`src/rtl/sixteen_four_div.sv`:
```
// Sequential restoring divider: 20-bit dividend / 4-bit divisor -> 16-bit quotient + 4-bit remainder.
// Latency: N+1 cycles from accept to done (N=20, or 20-TRUNC_BITS when truncating); divide-by-zero takes 1.
// Backpressure: start is taken only while ready (IDLE); requests at other times are dropped, not queued.
//
// Ports:
//   clk, rst_n          clock (rising edge) and asynchronous active-low reset
//   start               request, accepted when ready=1
//   dividend[19:0]      unsigned dividend, sampled on the accept edge
//   divisor[3:0]        unsigned divisor, sampled on the accept edge
//   ready               high while IDLE
//   done                one-cycle pulse; results valid from this cycle and held until the next result
//   quotient[15:0]      unsigned quotient, saturated to 0xFFFF on overflow or divide-by-zero
//   remainder[3:0]      unsigned remainder
//   ovf                 true quotient exceeded 0xFFFF
//   dz                  divisor was zero
//
// Build option: define APPROX_DIV_TRUNC_EN to run only the top 20-TRUNC_BITS iterations.
// The low TRUNC_BITS quotient bits then read 0 and remainder reads 0.

module sixteen_four_div #(
  parameter int TRUNC_BITS = 4
) (
  input  logic        clk,
  input  logic        rst_n,
  input  logic        start,
  input  logic [19:0] dividend,
  input  logic [3:0]  divisor,
  output logic        ready,
  output logic        done,
  output logic [15:0] quotient,
  output logic [3:0]  remainder,
  output logic        ovf,
  output logic        dz
);

`ifdef APPROX_DIV_TRUNC_EN
  localparam int TB = TRUNC_BITS;
`else
  // Truncation is disabled here; the parameter stays in the list so both builds share one interface.
  localparam int TB = 0 * TRUNC_BITS;
`endif

  localparam int         NITER    = 20 - TB;
  localparam logic [4:0] CNT_INIT = 5'(NITER - 1);

  typedef enum logic [1:0] {
    IDLE = 2'd0,
    RUN  = 2'd1,
    DONE = 2'd2
  } state_t;

  state_t      state_q, state_d;
  logic [19:0] dvd_q, dvd_d;      // dividend, shifted left so the next bit is always at [19]
  logic [3:0]  dvs_q, dvs_d;
  logic [4:0]  prem_q, prem_d;    // partial remainder
  logic [19:0] quo_q, quo_d;      // quotient shift register, new bit enters at [0]
  logic [4:0]  cnt_q, cnt_d;
  logic [15:0] quot_q, quot_d;
  logic [3:0]  rem_q, rem_d;
  logic        ovf_q, ovf_d;
  logic        dz_q, dz_d;

  // One restoring step. prem_q < divisor <= 15, so after the shift it is < 30 and fits 5 bits;
  // prem_q[4] is therefore always 0 and only the low four bits carry into the shift.
  logic [4:0]  rem_sh;
  logic        rem_ge;
  logic [4:0]  rem_sub;
  logic [19:0] quo_sh;
  logic [19:0] quo_full;
  logic        quo_ovf;

  assign rem_sh  = {prem_q[3:0], dvd_q[19]};
  assign rem_ge  = (rem_sh >= {1'b0, dvs_q});
  assign rem_sub = rem_sh - {1'b0, dvs_q};
  assign quo_sh  = {quo_q[18:0], rem_ge};

  // When truncating, the computed bits are the top NITER bits of the true quotient;
  // realign them and zero-fill the skipped low bits.
  assign quo_full = quo_sh << TB;
  assign quo_ovf  = |quo_full[19:16];

  // Bits that are structurally always zero or shifted out before use.
  logic unused_bits;
  assign unused_bits = ^{prem_q[4], quo_q[19]};

  always_comb begin
    state_d = state_q;
    dvd_d   = dvd_q;
    dvs_d   = dvs_q;
    prem_d  = prem_q;
    quo_d   = quo_q;
    cnt_d   = cnt_q;
    quot_d  = quot_q;
    rem_d   = rem_q;
    ovf_d   = ovf_q;
    dz_d    = dz_q;

    case (state_q)
      IDLE: begin
        if (start) begin
          if (divisor != 4'd0) begin
            dvd_d   = dividend;
            dvs_d   = divisor;
            prem_d  = 5'd0;
            quo_d   = 20'd0;
            cnt_d   = CNT_INIT;
            state_d = RUN;
          end else begin
            // Divide-by-zero bypasses the iteration entirely.
            quot_d  = 16'hFFFF;
            rem_d   = dividend[3:0];
            ovf_d   = 1'b0;
            dz_d    = 1'b1;
            state_d = DONE;
          end
        end
      end

      RUN: begin
        dvd_d  = {dvd_q[18:0], 1'b0};
        prem_d = rem_ge ? rem_sub : rem_sh;
        quo_d  = quo_sh;
        if (cnt_q == 5'd0) begin
          // Last iteration: publish results on the same edge that enters DONE.
          quot_d  = quo_ovf ? 16'hFFFF : quo_full[15:0];
`ifdef APPROX_DIV_TRUNC_EN
          rem_d   = 4'd0;
`else
          rem_d   = prem_d[3:0];
`endif
          ovf_d   = quo_ovf;
          dz_d    = 1'b0;
          state_d = DONE;
        end else begin
          cnt_d = cnt_q - 5'd1;
        end
      end

      DONE: begin
        state_d = IDLE;
      end

      default: begin
        state_d = IDLE;
      end
    endcase
  end

  always_ff @(posedge clk or negedge rst_n) begin
    if (!rst_n) begin
      state_q <= IDLE;
      dvd_q   <= 20'd0;
      dvs_q   <= 4'd0;
      prem_q  <= 5'd0;
      quo_q   <= 20'd0;
      cnt_q   <= 5'd0;
      quot_q  <= 16'd0;
      rem_q   <= 4'd0;
      ovf_q   <= 1'b0;
      dz_q    <= 1'b0;
    end else begin
      state_q <= state_d;
      dvd_q   <= dvd_d;
      dvs_q   <= dvs_d;
      prem_q  <= prem_d;
      quo_q   <= quo_d;
      cnt_q   <= cnt_d;
      quot_q  <= quot_d;
      rem_q   <= rem_d;
      ovf_q   <= ovf_d;
      dz_q    <= dz_d;
    end
  end

  // All outputs are decoded from registers only.
  assign ready     = (state_q == IDLE);
  assign done      = (state_q == DONE);
  assign quotient  = quot_q;
  assign remainder = rem_q;
  assign ovf       = ovf_q;
  assign dz        = dz_q;

endmodule

```
`config.mk`:
```
export PLATFORM = sky130hd
export DESIGN_NAME = sixteen_four_div
export DESIGN_NICKNAME = d
export VERILOG_FILES = /design/src/rtl/sixteen_four_div.sv
export SDC_FILE = /design/constraint.sdc
export NUM_CORES = 1
export LEC_CHECK = 0
export BUFFER_PORTS_ARGS = -buffer_cell sky130_fd_sc_hd__buf_2
export CAP_MARGIN = 20
export CORE_AREA = 2 2 117 62
export DETAILED_ROUTE_END_ITERATION = 8
export DIE_AREA = 0 0 119 64
export GPL_TIMING_DRIVEN = 0
export PLACE_DENSITY = 0.71
export REMOVE_ABC_BUFFERS = 1
export SYNTH_ARGS = -nofsm -noshare
export SYNTH_HDL_FRONTEND = slang
export SYNTH_SLANG_ARGS = --single-unit
```
`constraint.sdc`:
```
create_clock -name clk -period 4.42 [get_ports clk]
set_input_delay 0.221 -clock clk [delete_from_list [all_inputs] [get_ports clk]]
set_output_delay 0.221 -clock clk [all_outputs]
set_load 0.05 [all_outputs]
```
Yosys cells after proc, flatten, opt, wreduce, memory -nomap -nowiden --
Cells that the tools add are included.
Word-level totals: bits of input ports 27, register bits 76, logic and storage cells 65, output and inout port bits 24
Operators by class: equal/unequal tests 7, add/sub/neg operators 2, reduce and logical (&&, ||, !) cells 10, multiplexer cells 35, order comparisons 1
Operators with widths (number):
- two-way mux 16 bit | 4
- two-way mux 20 bit | 2
- one-hot mux 20 bit (2 select lines) | 1
- two-way mux 19 bit | 2
- one-hot mux 19 bit (2 select lines) | 1
- one-hot mux 16 bit (2 select lines) | 1
- two-way mux 4 bit | 6
- one-hot mux 4 bit (2 select lines) | 2
- two-way mux 5 bit | 3
- one-hot mux 5 bit (2 select lines) | 1
- != test 2 bit, second input constant | 4
- AND reduction 4 bit | 2
- two-way mux 1 bit | 6
- two-way mux 2 bit | 3
- AND reduction 3 bit | 2
- greater-or-equal comparator 5 x 4 -> 1 bit | 1
- zero test 5 bit | 1
- subtractor 5 x 1 -> 5 bit, second input constant | 1
- one-hot mux 1 bit (2 select lines) | 2
- one-hot mux 2 bit (2 select lines) | 1
- nonzero test 4 bit | 1
- OR reduction 4 bit | 1
- subtractor 4 bit | 1
- equality test 2 x 1 -> 1 bit, second input constant | 1
- 5 further kinds | 5

Longest topological paths before layout --
word-level depth 4, depth in mapped cells 8, mapped depth without buffers 7

Worst setup path after synthesis --
No wires, ideal clock.
kind flip-flop to flip-flop, start point register dvd_q[19], end point register rem_q[1], in the netlist remainder[1], required time 4.338 ns, period minus slack after synthesis 1.756 ns, setup slack 2.664 ns, arrival time 1.674 ns, buffers on the path 0, stages on the path, launching flop included 8, cells stage by stage dfrtp_1 -> inv_1 -> ha_1 -> nand2b_1 -> a21oi_1 -> a22o_1 -> mux2_2 -> a31oi_1
On the way: longest elaborated chain between the ends 4, elaborated cells on any way between the ends 5, those cells by class add/sub (1); order compare (1); mux (3)
RTL lines:
- start: declaration | line 53 | logic [19:0] dvd_q, dvd_d;
- start signal: assignment | line 163 | dvd_q <= dvd_d;
- subtractor 4 bit / greater-or-equal comparator 5 x 4 -> 1 bit (equally long branches) | line 74, 73
- two-way mux 4 bit (*) | line 121 | prem_d = rem_ge ? rem_sub : rem_sh;
- two-way mux 4 bit (*) | line 123 | if (cnt_q == 5'd0) begin
- one-hot mux 4 bit (2 select lines) (*) | line 98 | case (state_q)
- end signal: assignment | line 169 | rem_q <= rem_d;
- end: declaration | line 59 | logic [3:0] rem_q, rem_d;
Mark *: on every way between the ends. The rest lies on a longest branch, timed or not. The select of a mux whose other input is x is not followed. A chain may end at the register's enable or synchronous reset.

Final worst setup path --
start point register state_q[0], end point register quot_q[0], in the netlist quotient[0]
On the way: longest elaborated chain between the ends 3, elaborated cells on any way between the ends 8, those cells by class eq/ne (4); mux (1); reduce/logical (3)
RTL lines:
- start: declaration | line 52 | state_t state_q, state_d;
- start signal: assignment | line 162 | state_q <= state_d;
- equality test 2 x 1 -> 1 bit / zero test 2 bit (equally long branches) | line 98
- != test 2 bit (no line) / nonzero test 2 bit (equally long branches)
- AND reduction 4 bit (no line)
- end signal: assignment | line 168 | quot_q <= quot_d;
- end: declaration | line 58 | logic [15:0] quot_q, quot_d;
Parallel ways exist; a longest one is shown, timed or not.

==> metrics.txt <==
vias 2695; fin crit share 71.8%; final worst slack 1.25 ns; largest net degree at the start of global routing 46; worst setup path endpoint quotient[0]; RSZ-0062 raised after global routing no; CTS tree done; First-pass DRT Iterations 4; WP data arrival 3.32 ns; gr ovfl total 0; hold_ws 0.151 ns; Data required, critical path 4.57 ns; Iter 0 DRT Violations 187; largest area contributor in the netlist dfrtp_1; post-layout util 61.7%; GRT Total Usage 20.4%; port bufs 50; Vias/cell 5.76; top-area cell type share of the netlist area 55.3%; vias in the first global route 2631; crit start category flop; Worst Path Max Fanout 45; Final Skew 0.00466 ns; fraction of registers with async set/reset 100%; layout overhead on the synthesized area 17.3%; num rows 21; Worst VDD drop 0.325 mV; post-route setup TNS 0 ns; synthesized cell area 0.00344 mm2; max-cap violations 0; Critical Path Max Stage Delay 0.96 ns; critical path type flop to flop; R2R setup slack 1.25 ns; die width 119 um; element type at the critical path end flop; top cells by area, synth dfrtp_1 (55%), a22oi_1 (8.3%), a22o_1 (4.8%), nor2_1 (4.5%), nand2_1 (3.1%); Final Wtd Congestion 0.801; layout cells sized above 1 19.9%; post-CTS setup buffer count 0; H-tree depth 3; Primary FF master, synth dfrtp_1; fin crit period 3.17 ns; FF-to-FF Start state_q[0]; worst slack, placed 1.28 ns; Routed Antenna Nets 0; Slew @ Worst Pin 1.03 ns; Worst-Skew Late Latency 0.34 ns; Ports 51; Cells after Synth 329; Max-slew headroom 31.2%; Core Box Area 0.00654 mm2; FMAX 315 MHz; Post-synth EDFFs 0; initial antenna violation count 0; Seq cells post-synth 76; Die Footprint 0.00762 mm2; per-cell routed wire length 15.2 um; CTS Root Cell clkbuf_16; cells along the critical path nor2b_4 > nand2_1 > o21ai_2 > buf_8 > a41oi_1; final WL 7130 um; total power divided by cell area 830 mW/mm2; part of the Yosys area used for sequential elements 55.3%; beginning of the critical path state_q[0]; Die Span Y 64 um; outcome complete, no violations; Unique masters post-synth 39; worst r2r path cells 5; Slew Limit Fails 0; Final setup viols 0; Initial Util 52.6%; worst hold path class input port to flop; worst-case clock buffer depth 2; cts bufs inserted 9; Nets 405; clk sinks 76; Final HPWL DP 4650 um; Avg Cell Area, Syn 10.5 um2; Ant. Diodes 0; Max stage delay cell, worst path dfrtp_1; R2R Path End quotient[0]; number of remaining DRC errors 0; Static Leakage 1.83 nW; global-route wire length before repair 12100 um; final hold viol count 0; Ys Warns 0; clk slew on worst S/H paths 0.06 ns
==> cells in the mapped netlist, types with 2 or more instances <==
library cell  number
buf_4              2
a31oi_1            3
nand3_1            4
xnor2_1            2
buf_8              2
o31ai_1            3
nor3_1             4
a22o_1            19
o21ai_1           10
nor2b_1            4
a21oi_1           18
xor2_1             2
a41oi_1            2
or3_1              2
clkbuf_1           9
buf_6              4
inv_1              9
buf_2              6
dfrtp_1           76
nor2_1            41
nand2b_1           2
ha_1               5
nand2_1           28
o21ai_0           19
nor4_1             2
a22oi_1           38
==> placed cells by master, fill, tap and decap left out, types with 2 or more instances in the layout <==
cell and count:
a21oi_1 18, a22o_1 19, a22oi_1 38, a31oi_1 3
a41oi_1 2, buf_2 49, buf_6 2, bufinv_16 2
clkbuf_16 9, clkinv_2 2, dfrtp_1 76, ha_1 5
inv_1 9, nand2_1 28, nand2b_1 2, nand3_1 4
nor2_1 41, nor2b_1 3, nor3_1 4, nor4_1 2
o21ai_0 19, o21ai_1 10, o31ai_1 3, or3_1 2
xnor2_1 2, xor2_1 2
==> worst min path at each step <==
stage / end / startpoint / cells past startpoint / slack [ns]
after detailed placement: cnt_q[2] / rst_n / 1 / 0.21
after global placement: dvd_q[0] / dvd_q[0] / 2 / 0.47
after floorplan: cnt_q[0] / rst_n / 0 / -0.07
after CTS: dvs_q[0] / divisor[0] / 3 / 0.14
final: dvs_q[0] / divisor[0] / 3 / 0.15
after global routing: remainder[1] / dividend[1] / 3 / 0.16
==> registers in the layout, indices dropped and copies added (netlist names) <==
| register | count |
|---|---|
| dvd_q | 20 |
| quo_q | 19 |
| cnt_q | 5 |
| state_q | 2 |
| ovf | 1 |
| dz | 1 |
| remainder | 4 |
| prem_q | 4 |
| quotient | 16 |
| dvs_q | 4 |
==> what timing repair did <==
item / CTS / global route
resized for setup: 0 / 0
hold endpoints to repair: 34 / 0
hold buffers: 1 / 0
==> where the power goes <==
group          switching [mW]  internal [mW]
Clock                   0.270          0.489
Combinational           0.898          0.469
Sequential              0.240          0.983
Total                    1.41           1.94
==> per-layer routing <==
layer | track usage (%) | vias up | share of wire, %
li1 | - | 1274 | -
met1 | 26.0 | 1341 | 46
met2 | 32.0 | 70 | 48
met3 | 6.52 | 10 | 5.1
met4 | 9.67 | 0 | 1.8
met5 | 0 | - | 0
==> critical path: cells and delay by family (launching register included) <==
family / cells / cell delay [ns]
compound gates: 2 / 0.49
buf+inv: 1 / 0.27
flops: 1 / 0.96
simple gates: 2 / 1.24
==> cell families (layout without fill, tap and decap cells) <==
logic type                 count (synthesis)  count (layout)  synth area share (%)
AOI/OAI and AO/OA                        118             118                  23.7
xor gates and xnor gates                   4               4                  1.02
adders and majority gates                  6               6                  2.40
buffers and inverters                     32              79                  5.45
DFF                                       76              76                  55.3
muxes                                      1               1                 0.327
and+or+nand+nor                           92              92                  11.9
==> final cells by class <==
| cell class | instances | area (um2) |
|---|---|---|
| clock buffer | 10 | 229 |
| clock inverter | 5 | 77.6 |
| fill | 556 | 2500 |
| inverter | 9 | 33.8 |
| multi-input combinational | 221 | 1360 |
| sequential | 76 | 1900 |
| tap | 92 | 115 |
| timing repair buffer | 55 | 320 |
==> per-stage QoR <==
step / power [mW] / area (um2) / cells
finish: 3.35 / 4040 / 468
global route: 3.59 / 4040 / 468
CTS: 3.38 / 4040 / 468
detailed placement: 2.60 / 3720 / 452
global placement: 2.54 / 3650 / 448
floorplan: 2.23 / 3290 / 306
Power figures use the tool's default switching activity.
